### src/rtl/cu_setup_resp_sink.sv
// ============================================================================
// Module   : cu_setup_resp_sink
// Purpose  : Lands configuration read-response beats into an indexed register
//            file and flags completion after the requested beat count.
// Revision : 1.0
// ============================================================================
`default_nettype none

module cu_setup_resp_sink #(
    parameter  int DATA_W    = 32,
    parameter  int CFG_WORDS = 8,
    parameter  int CNT_W     = 16,
    localparam int IDX_W     = $clog2(CFG_WORDS) + 1
) (
    input  logic                        ap_clk,
    input  logic                        ap_rst_n,
    input  logic                        start_in,
    input  logic [CNT_W-1:0]            num_beats_in,
    input  logic                        pause_in,
    input  logic                        flush_in,
    input  logic                        resp_valid_in,
    output logic                        resp_ready_out,
    input  logic [IDX_W-1:0]            resp_idx_in,
    input  logic [DATA_W-1:0]           resp_data_in,
    output logic [CFG_WORDS*DATA_W-1:0] cfg_out,
    output logic                        cfg_valid_out,
    output logic                        done_out,
    output logic                        busy_out,
    output logic                        error_out,
    output logic [5:0]                  state_out
);

    localparam logic [5:0] RSP_RESET = 6'b000001;
    localparam logic [5:0] RSP_IDLE  = 6'b000010;
    localparam logic [5:0] RSP_BUSY  = 6'b000100;
    localparam logic [5:0] RSP_PAUSE = 6'b001000;
    localparam logic [5:0] RSP_DONE  = 6'b010000;
    localparam logic [5:0] RSP_FLUSH = 6'b100000;

    logic [5:0]        r_state_q,     w_state_d;
    logic [CNT_W-1:0]  r_cnt_q,       w_cnt_d;
    logic [CNT_W-1:0]  r_target_q,    w_target_d;
    logic              r_cfg_valid_q, w_cfg_valid_d;
    logic              r_error_q,     w_error_d;
    logic [DATA_W-1:0] r_cfg_q [CFG_WORDS];
    logic [DATA_W-1:0] w_cfg_d [CFG_WORDS];

    logic w_hs;
    logic w_in_range;
    logic w_last;
    logic w_wr_en;

    // Ready depends only on the state register so no valid->ready path exists.
    assign resp_ready_out = (r_state_q == RSP_BUSY) || (r_state_q == RSP_FLUSH);
    assign done_out       = (r_state_q == RSP_DONE);
    assign busy_out       = (r_state_q == RSP_BUSY) || (r_state_q == RSP_PAUSE) ||
                            (r_state_q == RSP_FLUSH);
    assign cfg_valid_out  = r_cfg_valid_q;
    assign error_out      = r_error_q;
    assign state_out      = r_state_q;

    assign w_hs       = resp_valid_in && resp_ready_out;
    assign w_in_range = resp_idx_in < IDX_W'(CFG_WORDS);
    assign w_last     = (r_cnt_q + CNT_W'(1)) == r_target_q;

    always_comb begin
        w_state_d     = r_state_q;
        w_cnt_d       = r_cnt_q;
        w_target_d    = r_target_q;
        w_cfg_valid_d = r_cfg_valid_q;
        w_error_d     = r_error_q;
        w_wr_en       = 1'b0;
        case (r_state_q)
            RSP_RESET: w_state_d = RSP_IDLE;
            RSP_IDLE: begin
                if (start_in) begin
                    w_target_d    = num_beats_in;
                    w_cnt_d       = '0;
                    w_error_d     = 1'b0;
                    // A zero-length request completes without touching the channel.
                    w_cfg_valid_d = (num_beats_in == '0);
                    w_state_d     = (num_beats_in == '0) ? RSP_DONE : RSP_BUSY;
                end
            end
            RSP_BUSY: begin
                if (flush_in) begin
                    w_state_d     = RSP_FLUSH;
                    w_cfg_valid_d = 1'b0;
                end else begin
                    if (w_hs) begin
                        w_cnt_d = r_cnt_q + CNT_W'(1);
                        if (w_in_range) w_wr_en   = 1'b1;
                        else            w_error_d = 1'b1;
                    end
                    if (w_hs && w_last) begin
                        w_state_d     = RSP_DONE;
                        w_cfg_valid_d = 1'b1;
                    end else if (pause_in) begin
                        w_state_d = RSP_PAUSE;
                    end
                end
            end
            RSP_PAUSE: begin
                if (flush_in) begin
                    w_state_d     = RSP_FLUSH;
                    w_cfg_valid_d = 1'b0;
                end else if (!pause_in) begin
                    w_state_d = RSP_BUSY;
                end
            end
            RSP_DONE:  w_state_d = RSP_IDLE;
            RSP_FLUSH: begin
                w_cfg_valid_d = 1'b0;
                if (!flush_in) w_state_d = RSP_IDLE;
            end
            default:   w_state_d = RSP_IDLE;
        endcase
    end

    always_comb begin
        for (int i = 0; i < CFG_WORDS; i++) begin
            w_cfg_d[i] = r_cfg_q[i];
        end
        if (w_wr_en) begin
            w_cfg_d[resp_idx_in[IDX_W-2:0]] = resp_data_in;
        end
    end

    always_ff @(posedge ap_clk or negedge ap_rst_n) begin
        if (!ap_rst_n) begin
            r_state_q     <= RSP_RESET;
            r_cnt_q       <= '0;
            r_target_q    <= '0;
            r_cfg_valid_q <= 1'b0;
            r_error_q     <= 1'b0;
            for (int i = 0; i < CFG_WORDS; i++) begin
                r_cfg_q[i] <= '0;
            end
        end else begin
            r_state_q     <= w_state_d;
            r_cnt_q       <= w_cnt_d;
            r_target_q    <= w_target_d;
            r_cfg_valid_q <= w_cfg_valid_d;
            r_error_q     <= w_error_d;
            for (int i = 0; i < CFG_WORDS; i++) begin
                r_cfg_q[i] <= w_cfg_d[i];
            end
        end
    end

    generate
        for (genvar g = 0; g < CFG_WORDS; g++) begin : g_cfg_flat
            assign cfg_out[g*DATA_W +: DATA_W] = r_cfg_q[g];
        end
    endgenerate

endmodule

`default_nettype wire

### config.mk
export PLATFORM = sky130hd
export DESIGN_NAME = cu_setup_resp_sink
export DESIGN_NICKNAME = d
export VERILOG_FILES = /design/src/rtl/cu_setup_resp_sink.sv
export SDC_FILE = /design/constraint.sdc
export NUM_CORES = 1
export LEC_CHECK = 0
export BUFFER_PORTS_ARGS = -buffer_cell sky130_fd_sc_hd__buf_4
export CORE_UTILIZATION = 52
export CTS_BUF_LIST = sky130_fd_sc_hd__clkbuf_16
export DETAILED_ROUTE_END_ITERATION = 8
export PLACE_DENSITY = 0.87
export SETUP_SLACK_MARGIN = 0.1
export SLEW_MARGIN = 20
export SYNTH_ARGS = -nofsm -noshare
export SYNTH_HDL_FRONTEND = slang
export SYNTH_SLANG_ARGS = --single-unit
### constraint.sdc
create_clock -name ap_clk -period 7.2 [get_ports ap_clk]
set_input_delay 0.72 -clock ap_clk [delete_from_list [all_inputs] [get_ports ap_clk]]
set_output_delay 0.72 -clock ap_clk [all_outputs]
set_load 0.1 [all_outputs]
# Word level (Yosys, flattened, before mapping)
# Index checks and enable logic that the tools add are counted.
totals:
  in_bits: 58
  out_inout_bits: 267
  register_bits: 296
  wordCells: 77
classes:
  addsub: 1
  bitwise: 1
  mux: 30
  n_eq_ne: 15
  n_reduce_logical: 14
  magnitude_cmp: 3
ops:
  columns: ["op", "n"]
  rows:
  - ["$bwmux 256", 1]
  - ["$demux 32 s3", 1]
  - ["$mux 16", 3]
  - ["$mux 6", 7]
  - ["$mux 32", 1]
  - ["$pmux 16 s2", 1]
  - ["$pmux 6 s4", 1]
  - ["$add 16x1->16 const B", 1]
  - ["$eq 16x16->1", 1]
  - ["$logic_not 16->1", 1]
  - ["$mux 1", 12]
  - ["$ne 2x2->1 const B", 6]
  - ["$reduce_and 4->1", 3]
  - ["$eq 6x2->1 const B", 1]
  - ["$eq 6x3->1 const B", 1]
  - ["$eq 6x4->1 const B", 1]
  - ["$eq 6x5->1 const B", 1]
  - ["$eq 6x6->1 const B", 1]
  - ["$mux 5", 1]
  - ["$reduce_and 5->1", 1]
  - ["$ge 4x4->1 const B", 1]
  - ["$lt 4x1->1 const B", 1]
  - ["$lt 4x4->1 const B", 1]
  - ["$ne 4x3->1 const B", 1]
  - ["10 further kinds", 14]

# Longest topological paths before layout
# Gate-level depths: netlist of the first run.
depth:
  ltp_word: 7
  ltp_mapped: 8

# Least setup slack after synthesis of the first run
# No wires, ideal clock.
synth_timing:
  kind: "register -> output"
  from: "reg r_state_q[5] (netlist: state_out[5])"
  to: "out resp_ready_out"
  required_time_ns: 6.480
  stages_incl_launch_ff: 4
  path_slack_ns: 3.924
  arrival_time_ns: 2.556
  cell_sequence: "dfrtp_1 xor2_1 nand2_1 nor2_1"
synth_via:
  elab_chain_len: 2
synth_rtl:
  columns: ["item", "line_no", "rtl"]
  rows:
  - ["start: declaration", "40", "logic [5:0] r_state_q, w_state_d;"]
  - ["start signal: assignment", "140", "r_state_q <= w_state_d;"]
  - ["$eq 6x3->1 / $eq 6x6->1 (equally long branches)", "54", "assign resp_ready_out = (r_state_q == RSP_BUSY) || (r_state_q == RSP_FLUSH);"]
  - ["$logic_or 1x1->1 (*)", "54", null]
  - ["end: declaration", "22", "output logic resp_ready_out,"]
# Every way passes the cells marked *; elsewhere a longest branch is shown, timed or not.

# Worst setup path after layout of the first run
layout_timing:
  from: "reg r_state_q[1] (netlist: state_out[1])"
  to: "reg r_cfg_q (netlist bit cfg_out[230])"
layout_via:
  elab_chain_len: 6
layout_rtl:
  columns: ["item", "line_no", "rtl"]
  rows:
  - ["$eq 6x3->1 / $eq 6x6->1 (equally long branches)", "54, 73", null]
  - ["$logic_or 1x1->1", "54", null]
  - ["$logic_and 1x1->1", "62", "assign w_hs = resp_valid_in && resp_ready_out;"]
  - ["$mux 1", "90", "if (w_hs) begin"]
  - ["$mux 1", "86", "if (flush_in) begin"]
  - ["$mux 1 (*)", "73", "case (r_state_q)"]
  - ["end signal: indexed assignment", "146", "r_cfg_q[i] <= w_cfg_d[i];"]
  - ["end: declaration", "45", "logic [DATA_W-1:0] r_cfg_q [CFG_WORDS];"]
# Marked as above.
# A chain may end at the register's enable or synchronous reset.

==> metrics, run 1 <==
Final Skew=0.0148 ns; Worst-Margin Slew=1.03 ns; final hold viol count=0; vias post-DR=8085; commonest cells in the netlist=295 x dfrtp_1, 222 x mux2_2, 58 x nand2_1; Synth Net Count=895; worst slack, placed=3.59 ns; metal3 WL=2080 µm; Routed Antenna Nets=0; Core ar.=22100 µm²; number of max-cap violations=0; Post CTS Setup Buffer Count=0; Clock Pin Slew Worst Setup and Hold Paths=0.06 ns; Syn. warnings=0; Clock Latency Late Sink=0.55 ns; die area=23400 µm²; status=finished, final reports clean; syn avg cell area=14.2 µm²; drt drc=0; Pwr per Cell Area=241 nW/µm²; fin nets=1218; WL met2=15100 µm; register area share after synthesis=62.4%; WL met1=12500 µm; Worst Setup End Kind=flop; Reg2Reg Setup Slack=3.81 ns; Required @ worst endpoint=7.61 ns; routability cong.=0.898; antenna violations before repair=0; Critical Setup Path Class=flop to flop; FMAX=295 MHz; post-synthesis register bit count=296; Max clock buf depth=3; Root Buffer=clkbuf_16; Cell Area, Synth=11900 µm²; synth unique cells=50; I/O Pins=325; CTS tree=built; vias per inst=5.53; Setup crit start kind=flop; ys async rst share=100%; final global-route overflow total=0; largest net degree at the start of global routing=160; die width=153 µm; fin util=70.5%; post-synth top area share=62.2%; min Tclk post-route=3.39 ns; share of cells above drive strength 1=51.1%; most common cell in the synthesized netlist=dfrtp_1; RSZ-0062 raised after global routing=false; CTS Hold Bufs=0; Initial Utilization=53.8%; Final HPWL DP=20300 µm; port bufs=324; Initial DRC Count=398; Critical Path AT=3.81 ns; static leakage=8.44 nW; H-tree levels=1; final setup fails=0; Initial DRT Pass Iterations=6; mean routed wirelength per cell=20.8 µm; PostCTS Resize Cnt=0; clk sinks=296; GRT Overall Usage=26.1%; Pins Over Slew Limit=0; first-pass GRT wire length=47800 µm; number of global-route vias before repair=8360; final worst slack=3.81 ns; dominant synthesized flop cell=dfrtp_1; Post-synth EDFFs=0; Hold Path Class=input port to async pin; setup_tns=0 ns; Slew HR=30.8%; row count=54; post-synth top area cell=dfrtp_1; Critical Path Fanout Max=32; routed wire length=30400 µm; Tcrit/Tclk final=47.1%; Mapped Cells=836; TritonCTS buffer count=29; area growth from synthesis to layout=31.1%; Top Metal Used=met4; Max rail drop VDD=206 µV; Die Y=153 µm; n_diodes=0; dominant cells by area after synthesis=dfrtp_1 62%, mux2_2 21%, mux2_1 3.2%, nand2_1 1.8%, xnor2_1 1.3%
-- power breakdown --
part / total [W] / switching, W / internal [W]
Clock: 0.00150 / 0.000623 / 0.000875
Sequential: 0.00179 / 0.0000652 / 0.00173
Combinational: 0.000460 / 0.000311 / 0.000149
Total: 0.00375 / 0.000999 / 0.00275
-- per-stage QoR --
step	instance area, µm²	power, W	instances	hold WS, ns
floorplan	11900	0.00211	836	0.424
global placement	14600	0.00226	1406	0.469
detailed placement	14600	0.00227	1406	0.476
CTS	15500	0.00377	1460	0.330
global route	15600	0.00389	1462	0.0432
finish	15600	0.00375	1462	0.0408
-- worst max-delay path, stage by stage, from the launching register on --
cell and delay (ns):
dfrtp_1 0.46, nor3_4 0.30, nand4b_1 0.22, nor4_1 0.67
nand3_2 0.94, mux2_1 0.65
-- kinds of logic (layout without fill, tap and decap cells) --
logic type                 Yosys count  in the layout  share of synthesized area, %
other                                1              1                        0.0316
muxes                              256            256                          24.3
and+or+nand+nor                    146            146                          6.14
buffers and inverters               50            396                          1.88
AOI/OAI and AO/OA                   58             58                          3.13
xor gates and xnor gates            28             28                          2.06
adders and majority gates            1              1                         0.105
DFF                                296            296                          62.4
-- flip-flops by register name (all words and copies together) (netlist names) --
signal / flops
state_out: 6
cfg_out: 256
r_cnt_q: 16
error_out: 1
cfg_valid_out: 1
r_target_q: 16
-- final cells by class --
class	count	area (µm²)
Multi-Input combinational cell	490	4280
Clock inverter	25	223
Sequential cell	296	7410
Timing Repair Buffer	333	2550
Tap cell	280	350
Fill cell	1472	6520
Inverter	9	33.8
Clock buffer	29	726
-- final timing paths --
kind                       depth (start not counted)                        end                      from
hold / removal                                     1   cfg_out[206]$_DFFE_PN0P_                  ap_rst_n
setup / recovery                                   5   cfg_out[230]$_DFFE_PN0P_  state_out[1]$_DFFE_PN0P_
setup reg to reg                                   5   cfg_out[230]$_DFFE_PN0P_  state_out[1]$_DFFE_PN0P_
max in group asynchronous                          2     r_cnt_q[1]$_DFFE_PN0P_                  ap_rst_n
hold reg to reg                                    1   cfg_out[158]$_DFFE_PN0P_  cfg_out[158]$_DFFE_PN0P_
min in group ap_clk                                3  r_target_q[3]$_DFFE_PN0P_           num_beats_in[3]
-- per-layer routing --
metal,GRT usage (%),vias up
li1,-,3604
met1,34.0,4098
met2,44.4,332
met3,5.30,51
met4,7.50,0
met5,0,-
-- cell usage in the layout, fill, tap and decap left out, types with 3 or more instances in the layout --
cell type,n
o41ai_1,3
nand3_1,19
o22ai_1,5
nand4_1,6
nor2_1,20
or4_1,4
bufinv_16,4
mux2_2,222
dfrtp_1,295
o211ai_1,3
inv_1,18
nor2b_1,3
and3_1,8
mux2_1,34
clkbuf_16,29
xor2_1,11
a21boi_0,3
xnor2_1,17
nor4_1,7
a21oi_1,5
clkinv_1,8
nand3b_1,3
buf_4,329
o21ai_0,24
o31ai_1,5
nand2_1,57
(Power assumes the default switching activity.)
==> run 2: changes to the inputs <==
- clock period: 7.2 -> 3.3 ns (I/O delays scaled with it)
==> run 2 against run 1 <==
Against the previous run: global-route usage increased by 0.84 points; critical path depth increased by 1; sequential share of layout area decreased by 0.89 points; register-to-register slack got worse by 3.4 ns; clock power increased by 120%; cell count increased by 2.2%; clock skew increased by 0.0056 ns; die area unchanged; core utilization increased by 1.3 points; highest routed layer unchanged; wire length increased by 1.9%; via count increased by 1.7%; worst hold slack got worse by 0.010 ns; largest power group unchanged.
==> metrics, run 2 (synthesis gave the netlist of run 1 again) <==
worst flop-to-flop path startpoint=state_out[1]$_DFFE_PN0P_; Power, Total=0.00825 W (+120%); final hold viol count=0 (unchanged); clk sinks=296 (unchanged); Min Hold Slack=0.0308 ns (-0.0101 ns); CTS tree=built; Hold Path Class=input port to flop; Initial DRC Count=458 (+15%); fillcell total=1459 (-0.88%); Clock Pin Slew Worst Setup and Hold Paths=0.06 ns (about the same); Routed Antenna Nets=0 (unchanged); Critical Path Fanout Max=26 (-19%); number of global-route vias before repair=8641 (+3.4%); fin util=71.8% (+1.3 points); port bufs=324 (unchanged); status=finished, final reports clean; static leakage=8.59 nW (+1.8%); I/O Pins=325 (unchanged); vias post-DR=8222 (+1.7%); vias per inst=5.50 (-0.48%); setup_tns=0 ns (unchanged); first-pass GRT wire length=49200 µm (+3.1%); Critical Path AT=3.31 ns (-0.50 ns); Required @ worst endpoint=3.73 ns (-3.88 ns); RSZ-0062 raised after global routing=false; Root Buffer=clkbuf_16; Worst Setup End Kind=flop; Slew HR=37.7% (+6.9 points); Final HPWL DP=21100 µm (+3.7%); most frequent cells in the layout=342 x buf_4, 295 x dfrtp_1, 222 x mux2_2, 57 x nand2_1, 34 x mux2_1; Crit. Startpoint=state_out[1]$_DFFE_PN0P_; n_diodes=0 (unchanged); largest net degree at the start of global routing=104 (-35%); FMAX=347 MHz (+18%); Max rail drop VDD=487 µV (+140%); Pins Over Slew Limit=0 (unchanged); Core ar.=22100 µm² (unchanged); max FFs per register=256 (unchanged); commonest non-fill, non-tap cell in the layout=buf_4; Reg2Reg Setup Slack=0.42 ns (-3.39 ns); H-tree levels=1 (unchanged); final global-route overflow total=0 (unchanged); min Tclk post-route=2.88 ns (-0.509 ns); GRT Overall Usage=27.0% (+0.84 points); Initial DRT Pass Iterations=4 (-2); final setup fails=0 (unchanged); Setup crit start kind=flop; row count=54 (unchanged); routability cong.=0.899 (+0.11%); Final Skew=0.0204 ns (+0.00558 ns); die width=153 µm (unchanged); Die Y=153 µm (unchanged); drt drc=0 (unchanged); Area after DPL=14700 µm² (+1.1%); number of max-cap violations=0 (unchanged); area growth from synthesis to layout=33.6%; mean routed wirelength per cell=20.8 µm (-0.27%); Clock Latency Late Sink=0.56 ns (about the same); Worst-Margin Slew=0.932 ns (-0.102 ns); Pwr per Cell Area=520 nW/µm² (+120%); HP Start=num_beats_in[3]; Max clock buf depth=3 (unchanged); Critical Setup Path Class=flop to flop; TritonCTS buffer count=29 (unchanged); design area=15900 µm² (+1.9%); routed wire length=31000 µm (+1.9%); die area=23400 µm² (unchanged); PostCTS Resize Cnt=0 (unchanged); Initial Utilization=53.8% (unchanged); antenna violations before repair=0 (unchanged); Tcrit/Tclk final=87.4% (+40 points); share of cells above drive strength 1=51.2% (+0.14 points); fin nets=1250 (+2.6%)
-- run 2: cell types whose count changed in the layout (fill, tap and decap cells not counted), sizes merged --
cell         before  now
inv              19   16
dlygate4sd3       0   18
buf             333  347
clkinv           11   14
-- run 2: path summary, 6_finish.rpt --
check	cells past startpoint	end
max	6	cfg_out[69]$_DFFE_PN0P_
min	3	r_target_q[3]$_DFFE_PN0P_
max reg2reg	6	cfg_out[69]$_DFFE_PN0P_
min reg2reg	1	cfg_out[142]$_DFFE_PN0P_
max in group asynchronous	3	state_out[0]$_DFFE_PN1P_
min in group asynchronous	2	cfg_out[109]$_DFFE_PN0P_
-- run 2: final cells by class --
class | instances | area (µm²) | share of cell area [%]
clock inverters | 25 | 225 | 1.42
clock buffers | 29 | 726 | 4.57
well taps | 280 | 350 | 2.21
repair buffers | 365 | 2840 | 17.9
inverters | 9 | 33.8 | 0.213
multi-input cells | 490 | 4280 | 27.0
flip-flops and latches | 296 | 7410 | 46.7
-- run 2: repair_timing --
item	in CTS	in global routing
hold buffers	18	0
hold endpoints to repair	115	0
endpoints found under the setup margin	0	0
setup buffers	0	0
-- run 2: routing by layer --
layer | vias to the layer above | wire length [µm] | track usage (%)
li1 | 3677 | - | -
met1 | 4165 | 12700 | 34.8
met2 | 321 | 15400 | 45.9
met3 | 59 | 1960 | 5.10
met4 | 0 | 959 | 8.90
met5 | - | 0 | 0
-- run 2: worst max-delay path, cell delays in order (launching register included) --
cell and delay [ns]:
dfrtp_1 0.48, nor3_4 0.32, nand3_1 0.17, or4_1 0.71, nor3b_4 0.26, buf_4 0.42
mux2_2 0.39
-- run 2: stage by stage --
stage | cells | worst slack (ns)
finish | 1494 | 0.415
global route | 1494 | 0.290
global placement | 1422 | 0.592
detailed placement | 1422 | 0.463
CTS | 1494 | 0.453
floorplan | 836 | 0.329
-- run 2: power breakdown --
part / switching (W) / total [W] / internal (W)
logic: 0.000691 / 0.00103 / 0.000343
clock network: 0.00139 / 0.00330 / 0.00191
registers: 0.000151 / 0.00392 / 0.00377
==> run 3: changes to the inputs <==
- PLACE_DENSITY: 0.87 -> 0.9
==> run 3 against run 2 <==
Against the previous run: die area unchanged; sequential power about the same; sequential share of layout area increased by 0.40 points; clock power decreased by 8.2%; non-clock buffer count decreased by 5; critical path depth unchanged; via count increased by 0.45%; critical path type unchanged; fmax increased by 1.8%.
==> metrics, run 3 (synthesis gave the netlist of run 1 again) <==
Die Y=153 µm (unchanged); Pins Over Slew Limit=0 (unchanged); Routed Antenna Nets=0 (unchanged); dpl cells=1419 (-0.21%); worst slack, placed=0.470 ns (+0.00676 ns); drt drc=0 (unchanged); setup_tns=0 ns (unchanged); TritonCTS buffer count=29 (unchanged); die area=23400 µm² (unchanged); Max clock buf depth=3 (unchanged); final worst slack=0.468 ns (+0.0522 ns); Critical Path Fanout Max=17 (-35%); vias post-DR=8259 (+0.45%); vias per inst=5.55 (+0.92%); FMAX=353 MHz (+1.8%); fin nets=1245 (-0.40%); most frequent cells in the layout=339 x buf_4, 295 x dfrtp_1, 222 x mux2_2, 57 x nand2_1, 34 x mux2_1; number of max-cap violations=0 (unchanged); Hold Path Class=input port to flop; Root Buffer=clkbuf_16; Initial DRT Pass Iterations=5 (+1); Required @ worst endpoint=3.73 ns (about the same); Worst-Margin Slew=0.944 ns (+0.0113 ns); Setup crit start kind=flop; routed wire length=31500 µm (+1.6%); Max rail drop VDD=447 µV (-8.3%); Initial DRC Count=355 (-22%); Initial Utilization=53.8% (unchanged); Clock Pin Slew Worst Setup and Hold Paths=0.06 ns (about the same); clk sinks=296 (unchanged); Final HPWL DP=21100 µm (about the same); antenna violations before repair=0 (unchanged); RSZ-0062 raised after global routing=false; port bufs=324 (unchanged); row count=54 (unchanged); Critical Setup Path Class=flop to flop; static leakage=8.52 nW (-0.86%); Critical Path AT=3.26 ns (-0.05 ns); GRT Overall Usage=27.1% (+0.17 points); mean routed wirelength per cell=21.2 µm (+2.0%); commonest non-fill, non-tap cell in the layout=buf_4; first-pass GRT wire length=49400 µm (+0.24%); Slew HR=36.9% (-0.76 points); area growth from synthesis to layout=32.5%; Power, Total=0.00797 W (-3.4%); H-tree levels=1 (unchanged); final setup fails=0 (unchanged); n_diodes=0 (unchanged); Core ar.=22100 µm² (unchanged); Worst Setup End Kind=flop; CTS tree=built; Tcrit/Tclk final=85.8% (-1.6 points); Final Skew=0.00975 ns (-0.0106 ns); Clock Latency Late Sink=0.55 ns (about the same); die width=153 µm (unchanged); min Tclk post-route=2.83 ns (-0.0522 ns); I/O Pins=325 (unchanged); final hold viol count=0 (unchanged); routability cong.=0.885 (-1.6%); Pwr per Cell Area=506 nW/µm² (-2.6%); number of global-route vias before repair=8626 (-0.17%); largest net degree at the start of global routing=87 (-16%); share of cells above drive strength 1=50.7% (-0.53 points); status=finished, final reports clean; max FFs per register=256 (unchanged); final global-route overflow total=0 (unchanged); fin util=71.2% (-0.61 points); Non-Filler Instances=1487 (-0.47%)
-- run 3: cell count changes in the layout (fill, tap and decap cells not counted) --
cell           change
clkinv_2           -4
buf_4              -3
bufinv_16          -3
clkinv_1           +3
dlygate4sd3_1      -2
inv_1              +2
-- run 3: final cells by class --
type | instances | area [µm²]
clock buffers | 29 | 726
clock inverters | 23 | 134
fillers | 1402 | 6360
inverters | 9 | 33.8
multi-input cells | 490 | 4280
flip-flops and latches | 296 | 7410
well taps | 280 | 350
repair buffers | 360 | 2800
-- run 3: path summary, 6_finish.rpt --
check	slack [ns]	start	to	cells past startpoint
setup / recovery	0.47	state_out[1]$_DFFE_PN0P_	cfg_out[14]$_DFFE_PN0P_	6
hold / removal	0.03	flush_in	state_out[5]$_DFFE_PN0P_	2
setup reg to reg	0.47	state_out[1]$_DFFE_PN0P_	cfg_out[14]$_DFFE_PN0P_	6
hold reg to reg	0.49	cfg_out[133]$_DFFE_PN0P_	cfg_out[133]$_DFFE_PN0P_	1
max in group asynchronous	2.00	ap_rst_n	cfg_out[39]$_DFFE_PN0P_	3
min in group asynchronous	0.33	ap_rst_n	cfg_out[107]$_DFFE_PN0P_	2
-- run 3: metrics by stage --
stage               instance area [µm²]  hold WS, ns
finish                            15700       0.0317
global route                      15700       0.0315
CTS                               15700       0.0112
detailed placement                14700        0.317
global placement                  14700        0.316
floorplan                         11900       0.0344
-- run 3: report_power, final --
part	internal (W)	switching, W	leakage (nW)
Clock	0.00167	0.00136	0.454
Combinational	0.000339	0.000687	3.96
Sequential	0.00377	0.000146	4.10
Total	0.00577	0.00219	8.52
-- run 3: repair_timing --
item / in CTS / in global routing
hold buffers: 16 / 0
buffers inserted: 0 / 0
resized for setup: 0 / 0
hold endpoints to repair: 77 / 0
-- run 3: routing by layer --
metal	global-route usage, %	vias to the layer above	part of all wire (%)
li1	-	3661	-
met4	9.48	0	3.3
met5	0	-	0
met1	34.1	4190	40
met3	5.05	70	6.7
met2	47.1	338	50
-- run 3: worst max-delay path, stage by stage, from the launching register on --
cell	delay [ns]
dfrtp_1	0.47
nor3_4	0.30
nand3_1	0.16
or4_1	0.69
nor3_4	0.33
buf_4	0.35
mux2_2	0.38
